$ cat src/rtl/fetch_unit.sv
`default_nettype none
// ============================================================================
//  Module   : fetch_unit
//  Purpose  : Program-counter and fetch-control stage. Drives the byte
//             address into the instruction memory's asynchronous read port
//             and selects the next PC (sequential, branch, jump or trap).
//             Provides boot sequencing, stall hold, halt, target fault
//             detection and a saturating fetch counter.
//  Ports    : clk             - rising-edge clock
//             rst_n           - asynchronous active-low reset
//             stall_i         - hold PC, ignore redirects
//             branch_taken_i  - take branch_target_i
//             branch_target_i - branch destination (byte address)
//             jump_i          - take jump_target_i (wins over branch)
//             jump_target_i   - jump destination (byte address)
//             halt_req_i      - stop fetching after this cycle
//             pc_o            - current fetch byte address (registered)
//             pc_plus4_o      - pc_o + 4, combinational
//             instr_valid_o   - instruction at pc_o executes this cycle
//             fetch_fault_o   - one-cycle pulse while in TRAP
//             fault_addr_o    - last faulting target
//             halted_o        - high in HALT
//             fetch_count_o   - saturating count of executed fetches
//  Revision : 1.0 - initial release
// ============================================================================
module fetch_unit #(
    parameter logic [31:0] RESET_VECTOR = 32'h0000_0000,
    parameter logic [31:0] TRAP_VECTOR  = 32'h0000_0100,
    parameter int unsigned MEM_SIZE     = 256
) (
    input  logic        clk,
    input  logic        rst_n,
    input  logic        stall_i,
    input  logic        branch_taken_i,
    input  logic [31:0] branch_target_i,
    input  logic        jump_i,
    input  logic [31:0] jump_target_i,
    input  logic        halt_req_i,
    output logic [31:0] pc_o,
    output logic [31:0] pc_plus4_o,
    output logic        instr_valid_o,
    output logic        fetch_fault_o,
    output logic [31:0] fault_addr_o,
    output logic        halted_o,
    output logic [31:0] fetch_count_o
);

    localparam logic [31:0] C_MEM_WORDS = 32'(MEM_SIZE);

    typedef enum logic [1:0] {
        ST_BOOT = 2'd0,
        ST_RUN  = 2'd1,
        ST_TRAP = 2'd2,
        ST_HALT = 2'd3
    } state_t;

    state_t      state_q, state_d;
    logic [31:0] pc_q, pc_d;
    logic [31:0] fault_addr_q, fault_addr_d;
    logic [31:0] count_q, count_d;

    logic [32:0] w_seq_sum;
    logic [31:0] w_cand;
    logic        w_cand_wrap;
    logic        w_cand_fault;
    logic        w_fetch_en;

    // Carry out of the 33-bit sum flags a sequential fetch past 0xFFFF_FFFC.
    assign w_seq_sum  = {1'b0, pc_q} + 33'd4;
    assign pc_plus4_o = w_seq_sum[31:0];

    // Redirect priority: jump over branch over sequential.
    always_comb begin
        w_cand      = w_seq_sum[31:0];
        w_cand_wrap = w_seq_sum[32];
        if (jump_i) begin
            w_cand      = jump_target_i;
            w_cand_wrap = 1'b0;
        end else if (branch_taken_i) begin
            w_cand      = branch_target_i;
            w_cand_wrap = 1'b0;
        end
    end

    assign w_cand_fault = (w_cand[1:0] != 2'b00)
                        || ({2'b00, w_cand[31:2]} >= C_MEM_WORDS)
                        || w_cand_wrap;

    // A fetch executes whenever RUN is not stalled, including the edge that
    // halts or faults.
    assign w_fetch_en = (state_q == ST_RUN) && !stall_i;

    always_comb begin
        state_d      = state_q;
        pc_d         = pc_q;
        fault_addr_d = fault_addr_q;
        count_d      = count_q;

        if (w_fetch_en && (count_q != 32'hFFFF_FFFF)) begin
            count_d = count_q + 32'd1;
        end

        case (state_q)
            ST_BOOT: begin
                state_d = ST_RUN;
            end
            ST_RUN: begin
                if (halt_req_i) begin
                    state_d = ST_HALT;
                end else if (!stall_i) begin
                    if (w_cand_fault) begin
                        pc_d         = TRAP_VECTOR;
                        fault_addr_d = w_cand;
                        state_d      = ST_TRAP;
                    end else begin
                        pc_d = w_cand;
                    end
                end
            end
            ST_TRAP: begin
                // PC already holds the trap vector; handler runs next cycle.
                state_d = ST_RUN;
            end
            ST_HALT: begin
                state_d = ST_HALT;
            end
            default: begin
                state_d = ST_BOOT;
            end
        endcase
    end

    always_ff @(posedge clk or negedge rst_n) begin
        if (!rst_n) begin
            state_q      <= ST_BOOT;
            pc_q         <= RESET_VECTOR;
            fault_addr_q <= 32'h0;
            count_q      <= 32'h0;
        end else begin
            state_q      <= state_d;
            pc_q         <= pc_d;
            fault_addr_q <= fault_addr_d;
            count_q      <= count_d;
        end
    end

    assign pc_o          = pc_q;
    assign fault_addr_o  = fault_addr_q;
    assign fetch_count_o = count_q;
    assign instr_valid_o = w_fetch_en;
    assign fetch_fault_o = (state_q == ST_TRAP);
    assign halted_o      = (state_q == ST_HALT);

endmodule
`default_nettype wire

$ cat config.mk
export PLATFORM = sky130hd
export DESIGN_NAME = fetch_unit
export DESIGN_NICKNAME = d
export VERILOG_FILES = /design/src/rtl/fetch_unit.sv
export SDC_FILE = /design/constraint.sdc
export NUM_CORES = 1
export LEC_CHECK = 0
export CAP_MARGIN = 20
export CORE_UTILIZATION = 36
export CTS_BUF_LIST = sky130_fd_sc_hd__clkbuf_8
export DETAILED_ROUTE_END_ITERATION = 10
export PLACE_DENSITY_LB_ADDON = 0.3
export SLEW_MARGIN = 20
export SYNTH_ARGS = -nofsm -noshare
export SYNTH_HDL_FRONTEND = slang
export SYNTH_SLANG_ARGS = --single-unit
$ cat constraint.sdc
create_clock -name clk -period 3.55 [get_ports clk]
set_input_delay 0.5325 -clock clk [delete_from_list [all_inputs] [get_ports clk]]
set_output_delay 0.5325 -clock clk [all_outputs]
set_load 0.02 [all_outputs]
# Word level (Yosys, flattened, before mapping)
# Index checks and enable logic that the tools add are counted.
# W data, S select, Z words.
dict set report word_totals {
  word_cells 35
  input_bits 70
  ff_bits 98
  out_inout_bits 131
}
dict set report classes {
  n_reduce_logical 11
  muxes 9
  eq_ne 6
  bitwise 2
  addsub 2
  order_cmp 1
}
# op count
set op_table {}
lappend op_table {{$mux W32} 3}
lappend op_table {{$add A32 B3 Y33 const B} 1}
lappend op_table {{$add A32 B1 Y32 const B} 1}
lappend op_table {{$ne A32 B32 Y1 const B} 1}
lappend op_table {{$ge A30 B9 Y1 const B} 1}
lappend op_table {{$mux W2} 3}
lappend op_table {{$ne A3 B3 Y1 const B} 2}
lappend op_table {{$pmux W2 S3} 1}
lappend op_table {{$eq A2 B2 Y1 const B} 2}
lappend op_table {{$reduce_and A4 Y1} 1}
lappend op_table {{$reduce_and A3 Y1} 1}
lappend op_table {{$eq A2 B1 Y1 const B} 1}
lappend op_table {{$logic_and A1 B1 Y1} 2}
lappend op_table {{$logic_not A2 Y1} 1}
lappend op_table {{$logic_or A1 B1 Y1} 2}
lappend op_table {{$mux W1} 2}
lappend op_table {{$not A1 Y1} 2}
lappend op_table {{$reduce_and A2 Y1} 1}
lappend op_table {{$reduce_bool A2 Y1} 1}
lappend op_table {{$reduce_or A2 Y1} 1}
lappend op_table {{$logic_not A1 Y1} 1}

# Longest topological paths before layout
dict set report depth {
  ltp_word 10
  mapped_depth 12
}

# Least setup slack after synthesis
# OpenSTA, ideal clock, no wires.
dict set report synth_timing {
  path_kind {register to register}
  start {register pc_q[10], in the netlist pc_o[10]}
  end {register fault_addr_q[1], in the netlist fault_addr_o[1]}
  stages_incl_launch_ff 12
  arrival_ns 3.345
  period_less_slack_ns 3.473
  setup_slack_ns 0.077
  cell_sequence {dfrtp_1 > buf_2 > nand4_1 > nor3_2 > xor2_1 > a211o_1 > or3b_1 > nor4_2 > nand4_1 > nand2_2 > buf_6 > mux2_1}
}
dict set report synth_between {
  elab_chain_len 7
  word_cells_on_any_way 9
  classes_between {add/sub (1); order compare (1); mux (4); reduce/logical (3)}
}
# element line_no
set synth_lines {}
lappend synth_lines {{start, declared} 58} ;# logic [31:0] pc_q, pc_d;
lappend synth_lines {{start signal, assigned} 141} ;# pc_q <= pc_d;
lappend synth_lines {{$add A32 B3 Y33} 69} ;# assign w_seq_sum = {1'b0, pc_q} + 33'd4;
lappend synth_lines {{via pc_plus4_o[13]} 40} ;# output logic [31:0] pc_plus4_o,
lappend synth_lines {{$mux W32} 79} ;# end else if (branch_taken_i) begin
lappend synth_lines {{$mux W32} 76} ;# if (jump_i) begin
lappend synth_lines {{$ge A30 B9 Y1} 86} ;# || ({2'b00, w_cand[31:2]} >= C_MEM_WORDS)
lappend synth_lines {{$logic_or A1 B1 Y1} 86}
lappend synth_lines {{$logic_or A1 B1 Y1} 87} ;# || w_cand_wrap;
lappend synth_lines {{$reduce_and A4 Y1 (no line)} -}
lappend synth_lines {{end signal, assigned} 142} ;# fault_addr_q <= fault_addr_d;
lappend synth_lines {{end, declared} 59} ;# logic [31:0] fault_addr_q, fault_addr_d;
# The timed path passes the listed nets, and every way through them passes these cells.
# A chain may end at the register's enable or synchronous reset.

# Worst setup path in the final report
dict set report layout_timing {
  start {register pc_q[19], in the netlist pc_o[19]}
  end {output pc_plus4_o[27]}
}
dict set report layout_between {
  elab_chain_len 1
}
# element line_no
set layout_lines {}
lappend layout_lines {{$add A32 B3 Y33} 69}
lappend layout_lines {{end, declared} 40}
# No other way between the ends.

==> results by group <==
Run status
  – Status: complete, but fails checks
  – Failing checks: design-rule violations

Pwr
  – Power per cell area: between 200 and 300 mW/mm2
  – Worst vdd ir: ~130 uV
  – Leakage power: between 3 and 4 nW

Worst setup path
  – R2R Setup Slk: roughly 160 ps
  – Crit path DAT: around 2900 ps
  – Reg2reg start: pc_o[19]
  – Worst setup SP type: flip-flop
  – Req. time, crit path: a little over 3000 ps
  – Crit path kind: flip-flop to output port
  – Worst r2r path cells: 10
  – Worst-path fanout max: 7
  – FF-to-FF End: fault_addr_o[0]
  – Endpoint class of the critical path: output port

Die
  – Starting Density: 0.372
  – Die Y: between 100 and 150 um
  – X dimension of the die: ~130 um
  – Core ar.: 0.0146 mm2
  – Die Footprint: 0.0156 mm2
  – Row cnt: 44
  – I/O pins: around 200

Placement
  – I/O Buffers: 200
  – RePlAce Congestion: around 0.90
  – Pre-CTS WS: -98.1 ps
  – Hpwl dp: between 10,000 and 15,000 um

STA
  – Worst Slack Setup Final: 125 ps
  – Final Hold Viols: 0
  – Fin crit period: 3420 ps
  – Sum Neg Setup Slack: 0 ps
  – Max Clock Skew: between 10 and 15 ps
  – Worst Max-Slew Pin Slew: between 500 and 600 ps
  – RSZ-0062 raised after global routing: no
  – Slew margin rel.: 0.617
  – Slew Viols, Final: 0
  – Finish-stage setup viols: 0
  – Crit share post-route: 0.965
  – Max frequency: 0.292 GHz

Final layout
  – Area of the multi-input gates: ~0.0028 mm2
  – Commonest non-fill, non-tap cell in the layout: clkdlybuf4s50_1
  – Antenna diodes: 0
  – Reg area: roughly 0.0025 mm2
  – Layout cells sized above 1: 0.101
  – Final #Nets: 860
  – Number of fill cells: roughly 1,300
  – Synthesis-to-finish area growth: 48.3%
  – Most frequent cells in the layout: clkdlybuf4s50_1 (198), dfrtp_1 (98), nand2_1 (62)

Drt
  – Final WL: about 19,000 um
  – # DRC: between 40 and 50
  – Pre-antenna DRT Iters: 9
  – Number of DRC markers in iteration 0: about 440
  – Vias/cell: 5.58
  – Vias: approximately 5,400
  – Post-route antenna net violation count: 0
  – WL/cell: between 15 and 20 um

Global routing
  – Total GRT Usage: 0.249
  – Number of global-route vias before repair: ~5,400
  – Initial antenna violation count: 0
  – Overflow after GRT: 0
  – Pin count of the biggest net entering global routing: 39
  – First-pass GRT wire length: around 30,000 um

Synthesis
  – Syn nets: roughly 640
  – Number of synthesized flops with an enable pin: 0
  – Synth warn: 0
  – Library cells used by synthesis: 63
  – Asr flop ratio synth: 1.00
  – Synthesized area: approximately 0.0055 mm2
  – Mapped Cells: between 500 and 600
  – Syn_area_per_cell: around 9.6 um2
  – Post-synthesis sequential area ratio: 0.450
  – Flops & latches, synth: slightly below 100
  – Top FF cell, synth: dfrtp_1

Worst hold path
  – Type of the worst min-delay path: input port to asynchronous set/reset pin

Clock tree
  – Clock sink total: approximately 100
  – Clk buf depth: 2
  – CTS tree: built
  – Clk pin slew, worst setup/hold paths: ~90 ps
  – Num CTS Buffers: 9
  – Clock latency on the worst-skew pair: between 300 and 400 ps
  – Root buf cell: clkbuf_8
  – H-tree depth: 3

Flow run
  – Max_cap viols: 0
==> worst max path at each step <==
stage | from | endpoint | depth (start not counted)
2_1_floorplan | pc_o[10] | fault_addr_o[1] | 11
3_3_place_gp | branch_taken_i | fault_addr_o[0] | 11
3_5_place_dp | branch_taken_i | fault_addr_o[0] | 11
4_1_cts | pc_o[9] | fault_addr_o[0] | 10
5_1_grt | pc_o[19] | fault_addr_o[0] | 10
6_report | pc_o[19] | pc_plus4_o[27] | 5
==> worst max-delay path, cell delays in order (launching register included) <==
cell and delay (ps):
dfrtp_1 500, nand4_1 290, nor4_2 470, nand3_1 140, xnor2_1 430, clkdlybuf4s50_1 700
==> where the power goes <==
part | switching, mW | leakage (nW) | total, mW | internal, mW
clock network | 0.389 | 0.110 | 0.766 | 0.377
logic | 0.217 | 2.04 | 0.445 | 0.227
registers | 0.0325 | 1.32 | 1.19 | 1.15
==> Yosys cell counts (all sizes together) (7+ instances only) <==
library cell  instances  area (um2)
and4                  8        70.1
mux2                 11         124
a21oi                13        65.1
buf                  15        91.3
nor3                 18         100
nand3                26         135
a22o                 17         149
nor4                 11        87.6
nand4                18         113
clkbuf               22        82.6
o21ai                17        85.1
inv                  12        45.0
nor2                 31         116
or3                   7        43.8
mux2i                11         110
and2                 25         156
xnor2                38         333
xor2                 19         166
nand2                63         239
dfrtp                98        2450
and3                 14        87.6
==> cells by family (layout without fill, tap and decap cells) <==
family          count (synthesis)  in the layout  synth area share
compound gates                 96             96             0.128
xor+xnor                       57             57            0.0916
fa+ha+maj                       2              2           0.00459
buf+inv                        49            271            0.0402
flops                          98             98             0.450
mux                            22             22            0.0429
simple gates                  246            246             0.243
==> stage by stage <==
step | hold slack, ps | utilization | total power [mW] | area [um2] | cells
floorplan | 237 | - | 1.38 | 5450 | 570
global placement | 472 | 0.535 | 1.64 | 7830 | 957
detailed placement | 483 | 0.535 | 1.65 | 7830 | 957
CTS | 90.1 | 0.549 | 2.41 | 8030 | 972
global route | 97.6 | 0.552 | 2.50 | 8080 | 976
finish | 81.5 | 0.552 | 2.40 | 8080 | 976
==> area by class of cell <==
| type | count | area share |
|---|---|---|
| multi-input combinational | 423 | 0.346 |
| sequential | 98 | 0.303 |
| timing repair buffer | 244 | 0.291 |
| tap | 184 | 0.0285 |
| clock buffer | 12 | 0.0204 |
| inverter | 12 | 0.00557 |
| clock inverter | 3 | 0.00480 |
==> flip-flops by register name, summed over array words and instances, names as in the netlist <==
signal         flops
state_q            2
fault_addr_o      32
fetch_count_o     32
pc_o              32
==> timing repair <==
action,4_1_cts,5_1_grt
hold buffers,0,0
buffers inserted,0,4
endpoints found under the setup margin,0,34
gates resized for setup,0,3
==> routing by layer <==
metal | part of all wire | GRT usage | vias up
met5 | 0 | 0 | -
met4 | 0.032 | 0.111 | 0
met3 | 0.10 | 0.0783 | 41
met2 | 0.45 | 0.391 | 286
met1 | 0.41 | 0.315 | 2645
li1 | - | - | 2474
Power figures use the tool's default switching activity.
==> edit, RTL diff (same flow settings) <==
Make the reset (`rst_n`) synchronous in one clocked block. Comments in the files are not updated.
--- a/src/rtl/fetch_unit.sv
+++ b/src/rtl/fetch_unit.sv
@@ -132,3 +132,3 @@
 
-    always_ff @(posedge clk or negedge rst_n) begin
+    always_ff @(posedge clk) begin
         if (!rst_n) begin
Behaviour: differs if rst_n is asserted again (counterexample within 4 cycles, from zero or initial values and one cycle with rst_n low); with rst_n held inactive, the same outputs for 10 cycles.
==> edit against the original RTL <==
Clock power shrank 4.3%; wire length grew 2.1%; power shrank 6.9%; setup slack lost 0.068 ns; critical path depth is the same; sequential cell count is the same; area after synthesis shrank 4.4%; final area shrank 0.67%; cell count grew 9.4%; critical path type unchanged.
==> edit: results (changes against the original RTL) <==
{| class="wikitable"
! Metric !! Value
|-
| Hold crit path type || reg -> reg
|-
| Data arrival time at the worst-slack endpoint || 2.96 ns (+0.07 ns)
|-
| Weighted congestion reported at the end of routability-driven placement || 0.9048 (+0.12%)
|-
| Global Route Usage Sum || 0.2610 (+0.01210)
|-
| Average cell area after synthesis || 8.065 µm² (-16%)
|-
| Detailed-route wire length on metal 1 || 8716 µm (+8.7%)
|-
| Worst path max stage delay || 0.61 ns (-0.09 ns)
|-
| Via count of the first global-routing pass || 5643 (+4.2%)
|-
| PostCTS Resize Cnt || 1 (+1)
|-
| CTS clock-pin slew for the worst setup and hold paths || 0.11 ns (+0.02 ns)
|-
| Final HPWL DP || 15340 µm (+4.5%)
|-
| Minimum setup slack after placement || -0.2382 ns (-0.1401 ns)
|-
| # Post-CTS Setup Buffers || 1 (+1)
|-
| Routed wirelength normalized by instance count || 18.50 µm (-6.7%)
|-
| Worst clock skew || 0.01082 ns (-0.0002045 ns)
|-
| 1st-pass router iterations || 5 (-4)
|-
| Most frequent cells after synthesis || sky130_fd_sc_hd__dfxtp_1 (98), sky130_fd_sc_hd__nand2_1 (65), sky130_fd_sc_hd__a21oi_1 (49), sky130_fd_sc_hd__o21ai_0 (43), sky130_fd_sc_hd__nor2_1 (37)
|-
| Fillcell total || 1287 (-1.8%)
|-
| Finished Layout Cells || 1068 (+9.4%)
|-
| Biggest area contributors in the synthesized netlist || sky130_fd_sc_hd__dfxtp_1 (38%), sky130_fd_sc_hd__a21oi_1 (4.7%), sky130_fd_sc_hd__nand2_1 (4.7%), sky130_fd_sc_hd__o21ai_0 (4.1%), sky130_fd_sc_hd__and3_1 (4.0%)
|-
| Met3 layer usage reported by global route || 0.03717 (-0.04113)
|-
| FFs w/ async S/R, synth || 0 (-1.000)
|-
| Iteration-0 DRC count of the detailed router || 493 (+13%)
|-
| Outcome || finished clean
|-
| Syn nets || 718 (+12%)
|-
| Relative slew slack || 0.5096 (-0.1076)
|-
| First-pass GRT wire length || 29880 µm (-0.82%)
|-
| Max VDD drop || 0.1701 mV (+30%)
|-
| Count of vias placed by the detailed router || 5983 (+9.9%)
|-
| Pin count of the biggest net entering global routing || 44 (+13%)
|}
## edit: cell families after synthesis
family / count (synthesis) / synth area share
AND/OR/NAND/NOR: 280 / 0.2971
AO/OA/AOI/OAI: 159 / 0.1895
flip-flops: 98 / 0.3766
buffers and inverters: 59 / 0.04875
XOR/XNOR: 38 / 0.06388
multiplexers: 10 / 0.01945
adder cells (fa/ha/maj): 2 / 0.004802
## edit: cell type report
type	count	share of cell area
multi-input combinational	489	0.3776
timing repair buffer	267	0.3166
sequential	98	0.2449
tap	180	0.02805
clock buffer	10	0.01714
inverter	18	0.008416
clock inverter	6	0.007325
## edit: power groups by stage
stage / Sequential, mW / Clock (mW) / Combinational (mW)
5_1_grt: 1.13 / 0.785 / 0.388
2_1_floorplan: 1.17 / 0 / 0.135
6_report: 1.13 / 0.733 / 0.366
3_5_place_dp: 1.16 / 0 / 0.363
4_1_cts: 1.13 / 0.743 / 0.364
3_3_place_gp: 1.16 / 0 / 0.357
## edit: final timing paths
| path | endpoint | start | slack, ns | depth (start not counted) |
|---|---|---|---|---|
| worst max-delay path | pc_plus4_o[29] | pc_o[12]$_SDFFE_PN0P_ | 0.06 | 5 |
| worst max register to register | fault_addr_o[11]$_SDFFE_PN0P_ | pc_o[3]$_SDFFE_PN0P_ | 0.12 | 13 |
| worst min-delay path | fault_addr_o[2]$_SDFFE_PN0P_ | fault_addr_o[2]$_SDFFE_PN0P_ | 0.49 | 2 |
| worst min register to register | fault_addr_o[2]$_SDFFE_PN0P_ | fault_addr_o[2]$_SDFFE_PN0P_ | 0.49 | 2 |
## edit: tightest hold or removal path: stages (launching register included)
cell and delay (ns):
sky130_fd_sc_hd__dfxtp_1 0.32, sky130_fd_sc_hd__o21ai_0 0.07, sky130_fd_sc_hd__a21oi_1 0.06
